File: src/rtl/game_controller.sv
// Reaction game controller: lights one random target LED per round, scores
// matching switch presses, and counts the game down on the 1 Hz tick.
module game_controller #(
    parameter int          GAME_SECONDS = 60,
    parameter int          ROUND_TICKS  = 3,
    parameter logic [15:0] LFSR_SEED    = 16'hACE1
) (
    input  logic        clk,
    input  logic        rst,
    input  logic        start,
    input  logic        tick,
    input  logic [15:0] sw,
    output logic [15:0] led,
    output logic [5:0]  timer_out,
    output logic [5:0]  score_out,
    output logic        game_over
);

    localparam logic [5:0] GAME_LEN   = 6'(GAME_SECONDS);
    localparam logic [3:0] ROUND_LAST = 4'(ROUND_TICKS - 1);

    typedef enum logic [2:0] {
        IDLE    = 3'd0,
        ARM     = 3'd1,
        TARGET  = 3'd2,
        RELEASE = 3'd3,
        DONE    = 3'd4
    } state_t;

    // Right-shifting Galois form of x^16 + x^14 + x^13 + x^11 + 1.
    function automatic logic [15:0] lfsr_next(input logic [15:0] v);
        if (v[0]) begin
            return (v >> 1) ^ 16'hB400;
        end else begin
            return v >> 1;
        end
    endfunction

    function automatic logic [3:0] pick_index(input logic [3:0] raw, input logic [3:0] prev);
        return (raw == prev) ? (raw + 4'd1) : raw;
    endfunction

    function automatic logic [15:0] one_hot(input logic [3:0] idx);
        return 16'd1 << idx;
    endfunction

    function automatic logic [5:0] sat_inc(input logic [5:0] v);
        return (v == 6'd63) ? v : (v + 6'd1);
    endfunction

    state_t      state_r, state_s;
    logic [15:0] led_r, led_s;
    logic [5:0]  timer_r, timer_s;
    logic [5:0]  score_r, score_s;
    logic        over_r, over_s;
    logic [3:0]  round_r, round_s;
    logic [3:0]  prev_r, prev_s;
    logic [15:0] lfsr_r;
    logic        start_q_r;
    logic        start_edge_r;
    logic [3:0]  new_idx_s;
    logic        hit_s;
    logic        last_tick_s;

    assign new_idx_s   = pick_index(lfsr_r[3:0], prev_r);
    assign hit_s       = (sw == led_r);
    assign last_tick_s = tick && (timer_r == 6'd1);

    assign led       = led_r;
    assign timer_out = timer_r;
    assign score_out = score_r;
    assign game_over = over_r;

    // Next-state and next-output decode for the game FSM.
    always_comb begin
        state_s = state_r;
        led_s   = led_r;
        timer_s = timer_r;
        score_s = score_r;
        over_s  = over_r;
        round_s = round_r;
        prev_s  = prev_r;
        case (state_r)
            IDLE: begin
                led_s   = 16'h0000;
                timer_s = GAME_LEN;
                score_s = 6'd0;
                over_s  = 1'b0;
                if (start_edge_r) begin
                    state_s = ARM;
                end else begin
                    state_s = IDLE;
                end
            end
            ARM: begin
                led_s   = 16'h0000;
                timer_s = GAME_LEN;
                score_s = 6'd0;
                over_s  = 1'b0;
                if (sw == 16'h0000) begin
                    state_s = TARGET;
                    led_s   = one_hot(new_idx_s);
                    prev_s  = new_idx_s;
                    round_s = 4'd0;
                end else begin
                    state_s = ARM;
                end
            end
            TARGET: begin
                if (tick) begin
                    timer_s = timer_r - 6'd1;
                end else begin
                    timer_s = timer_r;
                end
                // A hit on the final tick still counts before the game ends.
                if (hit_s) begin
                    score_s = sat_inc(score_r);
                end else begin
                    score_s = score_r;
                end
                if (last_tick_s) begin
                    state_s = DONE;
                    led_s   = 16'hFFFF;
                    timer_s = 6'd0;
                    over_s  = 1'b1;
                end else if (sw != 16'h0000) begin
                    state_s = RELEASE;
                    led_s   = 16'h0000;
                end else if (tick) begin
                    if (round_r == ROUND_LAST) begin
                        led_s   = one_hot(new_idx_s);
                        prev_s  = new_idx_s;
                        round_s = 4'd0;
                    end else begin
                        round_s = round_r + 4'd1;
                    end
                end else begin
                    state_s = TARGET;
                end
            end
            RELEASE: begin
                if (tick) begin
                    timer_s = timer_r - 6'd1;
                end else begin
                    timer_s = timer_r;
                end
                if (last_tick_s) begin
                    state_s = DONE;
                    led_s   = 16'hFFFF;
                    timer_s = 6'd0;
                    over_s  = 1'b1;
                end else if (sw == 16'h0000) begin
                    state_s = TARGET;
                    led_s   = one_hot(new_idx_s);
                    prev_s  = new_idx_s;
                    round_s = 4'd0;
                end else begin
                    state_s = RELEASE;
                end
            end
            DONE: begin
                led_s   = 16'hFFFF;
                timer_s = 6'd0;
                over_s  = 1'b1;
                if (start_edge_r) begin
                    state_s = ARM;
                    led_s   = 16'h0000;
                    timer_s = GAME_LEN;
                    score_s = 6'd0;
                    over_s  = 1'b0;
                end else begin
                    state_s = DONE;
                end
            end
            default: begin
                state_s = IDLE;
                led_s   = 16'h0000;
                timer_s = GAME_LEN;
                score_s = 6'd0;
                over_s  = 1'b0;
                round_s = 4'd0;
            end
        endcase
    end

    // State, output, LFSR and start-edge registers.
    always_ff @(posedge clk or negedge rst) begin
        if (!rst) begin
            state_r      <= IDLE;
            led_r        <= 16'h0000;
            timer_r      <= GAME_LEN;
            score_r      <= 6'd0;
            over_r       <= 1'b0;
            round_r      <= 4'd0;
            prev_r       <= 4'd0;
            lfsr_r       <= LFSR_SEED;
            start_q_r    <= 1'b0;
            start_edge_r <= 1'b0;
        end else begin
            state_r      <= state_s;
            led_r        <= led_s;
            timer_r      <= timer_s;
            score_r      <= score_s;
            over_r       <= over_s;
            round_r      <= round_s;
            prev_r       <= prev_s;
            lfsr_r       <= lfsr_next(lfsr_r);
            start_q_r    <= start;
            start_edge_r <= start & ~start_q_r;
        end
    end

endmodule

File: config.mk
export PLATFORM = sky130hd
export DESIGN_NAME = game_controller
export DESIGN_NICKNAME = d
export VERILOG_FILES = /design/src/rtl/game_controller.sv
export SDC_FILE = /design/constraint.sdc
export NUM_CORES = 1
export LEC_CHECK = 0
export CAP_MARGIN = 20
export CORE_MARGIN = 4
export CORE_UTILIZATION = 58
export CTS_CLUSTER_DIAMETER = 100
export DETAILED_ROUTE_END_ITERATION = 10
export PLACE_DENSITY = 0.88
export SETUP_SLACK_MARGIN = 0.5
export SYNTH_ARGS = -nofsm -noshare
export SYNTH_HDL_FRONTEND = slang
export SYNTH_SLANG_ARGS = --single-unit
File: constraint.sdc
create_clock -name clk -period 4.7 [get_ports clk]
set_input_delay 0.94 -clock clk [delete_from_list [all_inputs] [get_ports clk]]
set_output_delay 0.94 -clock clk [all_outputs]
set_load 0.01 [all_outputs]
### Word level (Yosys, flattened, before mapping)

Index checks and enable logic that the tools add are counted.

* word-level logic and storage cells: 99
* output and inout port bits: 29
* bits of input ports: 20
* flip-flop bits (word level): 58

* bitwise gates (word level): 5
* reduce and logical (&&, ||, !) cells: 11
* shift-type cells: 1
* add/sub/neg operators: 4
* mux-type cells: 45
* equality and inequality tests: 23

Operators with widths (count)
* two-way mux 16 bit: 9
* one-hot mux 16 bit (4 select lines): 1
* two-way mux 4 bit: 13
* two-way mux 6 bit: 6
* one-hot mux 6 bit (3 select lines): 1
* == test 16 bit: 1
* zero test 16 bit: 1
* != test 2 bit (second input constant): 8
* one-hot mux 4 bit (4 select lines): 1
* nonzero test 16 bit: 1
* << shifter 1 x 4 -> 16 bit (first input constant): 1
* two-way mux 3 bit: 5
* one-hot mux 3 bit (5 select lines): 1
* != test 4 bit (second input constant): 3
* one-hot mux 4 bit (3 select lines): 1
* one-hot mux 6 bit (2 select lines): 1
* adder 4 x 1 -> 4 bit (second input constant): 2
* adder 6 x 1 -> 6 bit (second input constant): 1
* == test 3 x 2 -> 1 bit (second input constant): 2
* == test 6 x 1 -> 1 bit (second input constant): 1
* == test 6 bit (second input constant): 1
* AND reduction 6 bit: 1
* subtractor 6 x 1 -> 6 bit (second input constant): 1
* AND reduction 5 bit: 1
* other kinds (19): 25

### Longest topological paths before layout

* depth after elaboration: 8
* mapped depth: 9
* depth with buffers taken out: 7

### Least setup slack after synthesis

Ideal clock, no wire load.

* path kind: input -> register
* start point: input port tick
* end point: register led_r[3], in the netlist led[3]
* data arrival time: 2600 ps
* library setup time: 116 ps
* path buffers: 3
* cell stages on the path: 8
* data required time: 4584 ps
* slack: 1984 ps
* cell sequence: buf_4 -> nor4b_4 -> nand2_1 -> and4_1 -> or2_2 -> clkbuf_1 -> buf_2 -> o311ai_0

* word-level cells in the longest chain between the ends: 3
* elaborated cells on any way between the ends: 8
* classes of those cells: 3 x eq/ne; 3 x mux; 2 x reduce/logical

Ends and longest elaborated chain
* start: declaration: line 11 `input logic tick,`
* logical AND 1 bit: line 67 `assign last_tick_s = tick && (timer_r == 6'd1);`
* != test 4 bit (no line), or another cell as far along
* AND reduction 3 bit (no line) / one-hot mux 16 bit (4 select lines) (equally long branches)
* end signal: assignment: line 201 `led_r <= led_s;`
* end: declaration: line 52 `logic [15:0] led_r, led_s;`

Parallel ways exist; a longest one is shown, timed or not.
A chain may end at the register's enable or synchronous reset.

### Worst setup path in the final report

* start point: input port tick
* end point: register led_r[2], in the netlist led[2]

The elaborated chain is that of the path after synthesis.

==> flow_summary.ini <==
[sta]
relSlewSlack_pct = 41.7
post-route-min-period_ns = 3.17
rsz0062_at_grt = false
finalHoldViolCount = 0
finalSetupViolCount = 0
max_freq_mhz = 315
drv_slew = 0
final.setup.tns_ns = 0
fin_crit_sh_pct = 67.5
tightest_slew_ns = 0.872
skew_ns = 0.00922

[detailed_routing]
wl_per_cell_um = 16.1
drc = 0
drtIter0Drc = 220
drt_wl_total_um = 6730
vias = 2433
viasPerCell = 5.83
drtAntennaViolNets = 0
firstDrtPassIters = 4

[synthesis]
synth_area_leaders = dfrtp_1, dfstp_2, xor2_1
async_flop_share_pct = 100
synth_area_per_cell_um2 = 10.4
synthFlopType = dfrtp_1
yosysWarnings = 0
yosysSeqAreaShare_pct = 47.8
synth_cell_type_count = 52
synth_edf_count = 0
synth_nets = 321
syn_area_um2 = 3070
synth_seq_cells = 58
synth_top_area_share_pct = 37.5
syn_inst = 295
synth_top_cell_by_area = dfrtp_1

[clock_network]
clkSlewWorstSetupHoldPaths_ns = 0.07
cts-root-buf = clkbuf_8
clock_path_buffers = 2
post_cts_buffers = 0
ctsHoldBuffers = 0
clk_latency_ns = 0.33
cts_inserted_buffers = 9
cts_tree = yes
clock_sinks = 58
htree_levels = 3
cts-resized-gates = 0

[finish]
antenna_cells = 0
final_common_cell = clkdlybuf4s50_1
final_cell_mix = clkdlybuf4s50_1, dfrtp_1, xor2_1
final_cell_area_um2 = 3760
fillers = 355
nNetsFinal = 368
drive_above_1_share_pct = 12.4
fin_util_pct = 73.7
syn_to_final_growth_pct = 22.6

[die]
core_area_um2 = 5110
die_h_um = 80.7
num_rows = 26
fp.dieW_um = 80.7
start_util_pct = 60.1
dieArea_um2 = 6520
io_pins = 49

[place]
gp_congestion = 0.863
portBuffers = 48
post_dp_cell_area_um2 = 3570
post-dp-hpwl_um = 4850

[setup_path]
r2r_setup_slack_ns = 2.01
crit_path_start_kind = primary input
cp_data_arrival_time_ns = 3.38
timing.critical_path.buf_inv = 1
setup.worst_path.class = in2reg
endpoint_kind = flop
crit_required_ns = 4.91
cp_slowest_cell = clkdlybuf4s50_1
path_cells = clkdlybuf4s50_1 -> nor4b_4 -> nand2_1 -> and4_1 -> or2_2 -> o311ai_0
crit_family = simple AND/OR/NAND/NOR gates
max_stage_delay_ns = 0.67
worstPathMaxFanout = 16

[global_routing]
grtUsageTotal_pct = 23.0
antenna_found_initial = 0
grt_pass1_wl_um = 11400
gr-total-overflow = 0
grt_max_degree = 59
grt_pass1_vias = 2446

[run]
drv_cap = 0

[power]
p_per_area_nw_per_um2 = 260
ir_drop_mv = 0.228
total_power_mw = 0.979
leakagePower_nw = 1.63

[outcome]
outcome = finished clean

[hold_path]
hold_class = reg2reg
==> power by group <==
group / total [mW] / internal [mW] / switching, mW
Clock: 0.438 / 0.258 / 0.180
Combinational: 0.0390 / 0.0193 / 0.0197
Sequential: 0.502 / 0.501 / 0.000639
Total: 0.979 / 0.778 / 0.200
==> cell type report <==
class                           instances  area [µm²]  area share (%)
Timing Repair Buffer                   49         483            12.8
Inverter                               10        37.5           0.997
Clock inverter                          3        40.0            1.06
Clock buffer                           13         149            3.96
Tap cell                               70        87.6            2.33
Sequential cell                        58        1470            39.0
Multi-Input combinational cell        214        1500            39.9
==> Yosys cell counts, drive strengths merged (4+ instances only) <==
master	number
dfrtp	46
xor2	23
nor2	21
o21ai	21
nand2	15
o311ai	15
a21oi	14
dfstp	12
nand3	11
inv	10
nor4	9
mux2	8
clkbuf	7
buf	6
ha	6
nand2b	5
nor2b	5
nor3	5
o31ai	5
or4	5
xnor2	5
and4	4
mux2i	4
==> per-stage QoR <==
stage / hold slack, ns / instances / worst slack, ns
final: 0.351 / 417 / 1.53
after global routing: 0.354 / 417 / 1.39
after CTS: 0.352 / 417 / 1.54
after detailed placement: 0.336 / 401 / 1.20
after global placement: 0.334 / 401 / 1.30
after floorplan: 0.331 / 295 / 1.98
==> per-layer routing <==
layer	routed length, µm	global-route usage (%)	vias to the layer above
met2	3270	38.0	63
met4	83	7.26	0
met5	0	0	-
li1	-	-	1195
met1	3030	29.2	1167
met3	343	6.87	8
==> sequential cells by signal, summed over array words and instances (netlist names) <==
| signal | count |
|---|---|
| game_over | 1 |
| led | 16 |
| lfsr_r | 16 |
| prev_r | 4 |
| round_r | 4 |
| score_out | 6 |
| start_edge_r | 1 |
| start_q_r | 1 |
| state_r | 3 |
| timer_out | 6 |
==> path summary, 6_finish.rpt <==
kind	start	endpoint	depth (start not counted)
max in group asynchronous	rst	lfsr_r[14]	2
worst min register to register	lfsr_r[4]	lfsr_r[3]	0
worst max-delay path	tick	led[2]	6
worst max register to register	lfsr_r[0]	led[10]	5
worst min-delay path	lfsr_r[4]	lfsr_r[3]	0
min in group asynchronous	rst	led[0]	2
==> logic make-up after synthesis <==
group	Yosys count	synth area share (%)
DFF	58	47.8
buffers and inverters	23	3.34
xor gates and xnor gates	28	7.99
and+or+nand+nor	96	17.9
AOI/OAI and AO/OA	72	16.3
muxes	12	4.24
adders and majority gates	6	2.45
Power figures use the tool's default switching activity.
